--- config.mk ---
export PLATFORM = sky130hd
export DESIGN_NAME = sync_pulse_toggle_src
export DESIGN_NICKNAME = d
export VERILOG_FILES = /design/src/rtl/sync_pulse_toggle_src_pkg.sv /design/src/rtl/sync_ack_2ff.sv /design/src/rtl/sync_pulse_toggle_src.sv
export SDC_FILE = /design/constraint.sdc
export NUM_CORES = 1
export LEC_CHECK = 0
export ABC_AREA = 1
export CORE_AREA = 5 5 42 44
export CTS_BUF_LIST = sky130_fd_sc_hd__clkbuf_8
export CTS_CLUSTER_SIZE = 10
export DETAILED_ROUTE_END_ITERATION = 16
export DIE_AREA = 0 0 47 49
export PLACE_DENSITY = 0.69
export SYNTH_ARGS = -nofsm -noshare
export SYNTH_HDL_FRONTEND = slang
export SYNTH_HIERARCHICAL = 1
export SYNTH_SLANG_ARGS = --single-unit
--- constraint.sdc ---
create_clock -name sCLK -period 1.6 [get_ports sCLK]
set_input_delay 0.32 -clock sCLK [delete_from_list [all_inputs] [get_ports sCLK]]
set_output_delay 0.32 -clock sCLK [all_outputs]
set_load 0.01 [all_outputs]
--- src/rtl/sync_pulse_toggle_src_pkg.sv ---
// Shared types and helpers for the pulse-to-toggle CDC launcher.
// Holds the FSM state encoding and the pending-counter saturation value.
package sync_pulse_toggle_src_pkg;

    typedef enum logic [0:0] {
        IDLE     = 1'b0,
        WAIT_ACK = 1'b1
    } state_t;

    // All-ones value of a counter of the given width (saturation point).
    function automatic logic [31:0] cntFull(input int unsigned width);
        return (32'd1 << width) - 32'd1;
    endfunction

endpackage

--- src/rtl/sync_ack_2ff.sv ---
// Generic two-flop synchronizer into sCLK; the first stage absorbs metastability.
// The reset value is a parameter so it can track the far side's initial level.
module sync_ack_2ff #(
    parameter logic init = 1'b0
) (
    input  logic sCLK,
    input  logic sRST,
    input  logic dIN,
    output logic sOUT
);

    logic stage1_r;

    // Two-stage capture of the asynchronous input.
    always_ff @(posedge sCLK or negedge sRST) begin
        if (!sRST) begin
            stage1_r <= init;
            sOUT     <= init;
        end else begin
            stage1_r <= dIN;
            sOUT     <= stage1_r;
        end
    end

endmodule

--- src/rtl/sync_pulse_toggle_src.sv ---
// Source side of a toggle-based pulse crossing: queues event pulses and
// launches each as a request toggle, waiting for the matching ack toggle.
module sync_pulse_toggle_src
    import sync_pulse_toggle_src_pkg::*;
#(
    parameter logic        init      = 1'b0,
    parameter int unsigned CNT_WIDTH = 4
) (
    input  logic                 sCLK,
    input  logic                 sRST,
    input  logic                 sPULSE_IN,
    input  logic                 sCLR_OVF,
    input  logic                 dACK_IN,
    output logic                 sREQ_OUT,
    output logic                 sEN_OUT,
    output logic                 sRDY,
    output logic [CNT_WIDTH-1:0] sPENDING,
    output logic                 sOVF
);

    localparam logic [CNT_WIDTH-1:0] CNT_FULL = CNT_WIDTH'(cntFull(CNT_WIDTH));
    localparam logic [CNT_WIDTH-1:0] CNT_ZERO = {CNT_WIDTH{1'b0}};
    localparam logic [CNT_WIDTH-1:0] CNT_ONE  = CNT_WIDTH'(32'd1);

    state_t               state_r;
    logic                 ackS2_s;
    logic                 launch_s;
    logic                 ovfSet_s;
    logic [CNT_WIDTH-1:0] cntNext_s;

    sync_ack_2ff #(
        .init (init)
    ) u_ackSync (
        .sCLK (sCLK),
        .sRST (sRST),
        .dIN  (dACK_IN),
        .sOUT (ackS2_s)
    );

    // Launch decision and next pending count; a pulse that coincides with a
    // launch either replaces the counter's event or is itself launched.
    always_comb begin
        launch_s  = 1'b0;
        ovfSet_s  = 1'b0;
        cntNext_s = sPENDING;
        if (state_r == IDLE) begin
            launch_s = sPULSE_IN || (sPENDING != CNT_ZERO);
        end else begin
            launch_s = 1'b0;
        end
        if (sPULSE_IN && !launch_s) begin
            if (sPENDING == CNT_FULL) begin
                ovfSet_s = 1'b1;
            end else begin
                cntNext_s = sPENDING + CNT_ONE;
            end
        end else if (launch_s && !sPULSE_IN) begin
            cntNext_s = sPENDING - CNT_ONE;
        end else begin
            cntNext_s = sPENDING;
        end
    end

    // Handshake FSM with registered request, load strobe, counter and flag.
    always_ff @(posedge sCLK or negedge sRST) begin
        if (!sRST) begin
            state_r  <= IDLE;
            sREQ_OUT <= init;
            sEN_OUT  <= 1'b0;
            sPENDING <= CNT_ZERO;
            sOVF     <= 1'b0;
        end else begin
            sEN_OUT  <= 1'b0;
            sPENDING <= cntNext_s;
            if (ovfSet_s) begin
                sOVF <= 1'b1;
            end else if (sCLR_OVF) begin
                sOVF <= 1'b0;
            end
            case (state_r)
                IDLE: begin
                    if (launch_s) begin
                        sREQ_OUT <= ~sREQ_OUT;
                        sEN_OUT  <= 1'b1;
                        state_r  <= WAIT_ACK;
                    end
                end
                WAIT_ACK: begin
                    if (ackS2_s == sREQ_OUT) begin
                        state_r <= IDLE;
                    end
                end
                default: begin
                    state_r <= IDLE;
                end
            endcase
        end
    end

    assign sRDY = (state_r == IDLE) && (sPENDING == CNT_ZERO);

endmodule
==> impl_metrics.env <==
export IMPL_end_kind="output pin"
export IMPL_yosysTopAreaCell="dfrtp_1"
export IMPL_setup_tns_ns=0
export IMPL_finalMaxSlewViolations=0
export IMPL_drive_gt1_frac=0.233
export IMPL_path_clk_slew_ns=0.05
export IMPL_r2r_start="sPENDING[0]"
export IMPL_timing_rr_end="sPENDING[2]"
export IMPL_critPathSlowestCell="clkdlybuf4s50_1"
export IMPL_hpwl_um=887
export IMPL_nFillCells=131
export IMPL_finalCritPeriodShare=0.926
export IMPL_path_depth=1
export IMPL_finClkSkew_ns=0.00472
export IMPL_crit_type="flop to output pin"
export IMPL_synth_cell_type_count=16
export IMPL_clkLatencyLatePin_ns=0.23
export IMPL_fin_nets=95
export IMPL_grt_pass1_vias=496
export IMPL_worst_ep_arrival_time_ns=1.16
export IMPL_totalWireLength_um=1220
export IMPL_setup_viol=0
export IMPL_yosys_cell_count_top_type="nand2_1"
export IMPL_ant_nets=0
export IMPL_cts_root_buf="clkbuf_8"
export IMPL_cts_sinks=10
export IMPL_synthTopCellsByArea="dfrtp_1 44%, nand2_1 11%, nand3_1 7.1%"
export IMPL_hold_violations=0
export IMPL_postCtsHoldBufs=0
export IMPL_r2r_cells=5
export IMPL_start_util=0.403
export IMPL_die_w_um=47
export IMPL_async_reset_ff_frac=1.00
export IMPL_fmax_mhz=675
export IMPL_drt_iter0_drc=2
export IMPL_startpoint="sREQ_OUT"
export IMPL_grt_max_degree=11
export IMPL_hold_path_class="flop to flop"
export IMPL_die_area_mm2=0.00230
export IMPL_synthTopCellsByCount="17 x nand2_1, 10 x dfrtp_1, 8 x inv_1, 8 x nand3_1, 5 x nor2_1"
export IMPL_grt_total_usage=0.127
export IMPL_max_cap_violations=0
export IMPL_cp_top_family="buffers and inverters"
export IMPL_fp_row_count=14
export IMPL_whs_ns=0.345
export IMPL_crit_chain="clkdlybuf4s50_1"
export IMPL_worst_ep_required_time_ns=1.28
export IMPL_post_cts_setup_buffer_count=0
export IMPL_p_total_w=0.00179
export IMPL_final_cells=102
export IMPL_grt_ovfl_total=0
export IMPL_synthCells=64
export IMPL_whs_endpoint="u_ackSync/sOUT"
export IMPL_cts_tree="built"
export IMPL_antenna_found_initial=0
export IMPL_avgSynthCellArea_um2=8.82
export IMPL_crit_path_start_kind="flop"
export IMPL_ir_drop_uv=994
export IMPL_grt_pass1_wl_um=2120
export IMPL_drt_pass1_iterations=4
export IMPL_path_buf_inv=1
export IMPL_critPathMaxFanout=3
export IMPL_drt_drc_violations_left=0
export IMPL_synth_seq_cells=10
export IMPL_numCtsBuffers=3
export IMPL_port_buffers=12
export IMPL_hp_start="u_ackSync/stage1_r"
export IMPL_antenna_cells=0
export IMPL_die_h_um=49
export IMPL_p_leak_nw=0.446
export IMPL_r2r_setup_slack_ns=0.20
export IMPL_powerDensity_mw_per_mm2=2130
export IMPL_viasPerCell=4.78
export IMPL_yosysTopAreaCellShare=0.443
export IMPL_period_needed_ns=1.48
export IMPL_vias=488
export IMPL_area_growth_pct=49.0
export IMPL_clockBufferDepth=2
export IMPL_rsz0062_at_grt="false"
export IMPL_dp_cells=98
export IMPL_ys_seq_area_frac=0.443
export IMPL_syn_nets=72
export IMPL_synth_edf_count=0
export IMPL_critPathMaxStageDelay_ns=0.55
export IMPL_slew_headroom=0.697
export IMPL_tightest_slew_ns=0.453
export IMPL_fp_coreArea_mm2=0.00140
export IMPL_ys_warn_count=6
export IMPL_synth_cell_area_um2=564
export IMPL_gp_congestion=0.816
export IMPL_hold_path_depth=0
export IMPL_synth_ff_type="dfrtp_1"
export IMPL_status="completed"
export IMPL_htree_levels=1
export IMPL_io_pins=13
export IMPL_wl_per_cell_um=11.9
==> through the flow <==
| step | instance area, um^2 | util | setup WS [ns] |
|---|---|---|---|
| floorplan | 564 | - | 0.326 |
| global placement | 749 | 0.535 | -0.191 |
| detailed placement | 749 | 0.535 | -0.222 |
| CTS | 820 | 0.585 | 0.00332 |
| global route | 841 | 0.600 | 0.0151 |
| finish | 841 | 0.600 | 0.119 |
==> sequential cells by signal, summed over array words and instances, names as in the netlist <==
register and cells:
sEN_OUT 1, sPENDING 4, sREQ_OUT 1, u_ackSync/sOUT 1
state_r 1, sOVF 1, u_ackSync/stage1_r 1
==> worst max-delay path by stage <==
stage | end | slack [ns]
after floorplan | sPENDING[3] | 0.33
after global placement | sPENDING[3] | -0.19
after detailed placement | sPENDING[3] | -0.22
after CTS | sPENDING[1] | 0.003
after global routing | sRDY | 0.02
final | sREQ_OUT | 0.12
==> area by class of cell <==
cell class                 count  area, um^2  area share
clock buffer                   4        55.1      0.0655
multi-input combinational     46         312       0.371
timing repair buffer          18         174       0.207
inverter                       8        30.0      0.0357
sequential                    10         250       0.298
tap                           16        20.0      0.0238
==> layout by cell type, fill, tap and decap left out <==
master	count
dfrtp_1	10
nor3_1	1
o21ai_0	1
nor2_4	1
nor2_2	1
nand2_2	3
nand3_4	1
o21bai_1	1
nor2_1	3
fa_1	1
clkdlybuf4s15_1	1
inv_1	8
xnor2_1	2
clkbuf_8	4
o21bai_4	1
dlygate4sd2_1	1
nand2_1	17
clkdlybuf4s50_1	6
buf_4	6
nand2_4	2
xor2_1	1
ha_4	1
dlymetal6s2s_1	4
nand3_1	8
ha_1	1
==> report_power, final <==
| group | total [W] | switching, W | internal [W] |
|---|---|---|---|
| Combinational | 0.00104 | 0.000540 | 0.000497 |
| Sequential | 0.000438 | 0.0000854 | 0.000353 |
| Clock | 0.000313 | 0.0000970 | 0.000216 |
==> timing repair <==
action,4_1_cts,5_1_grt
gates cloned,0,0
endpoints found under the setup margin,3,5
hold endpoints to repair,0,0
resized for setup,5,7
pin swaps,0,1
==> metal layers <==
| metal | global-route usage | up-vias | part of all wire |
|---|---|---|---|
| met5 | 0 | - | 0 |
| met4 | 0.0415 | 0 | 0.0033 |
| met3 | 0.0332 | 2 | 0.043 |
| met2 | 0.204 | 7 | 0.52 |
| met1 | 0.159 | 232 | 0.43 |
| li1 | - | 247 | - |
==> logic make-up (layout without fill, tap and decap cells) <==
logic type / after synthesis / count (layout) / synth area share
simple gates: 37 / 37 / 0.322
buf+inv: 8 / 30 / 0.0532
fa+ha+maj: 3 / 3 / 0.0798
flops: 10 / 10 / 0.443
compound gates: 3 / 3 / 0.0554
xor+xnor: 3 / 3 / 0.0466
Note: power is estimated with default switching activity, not from simulation.
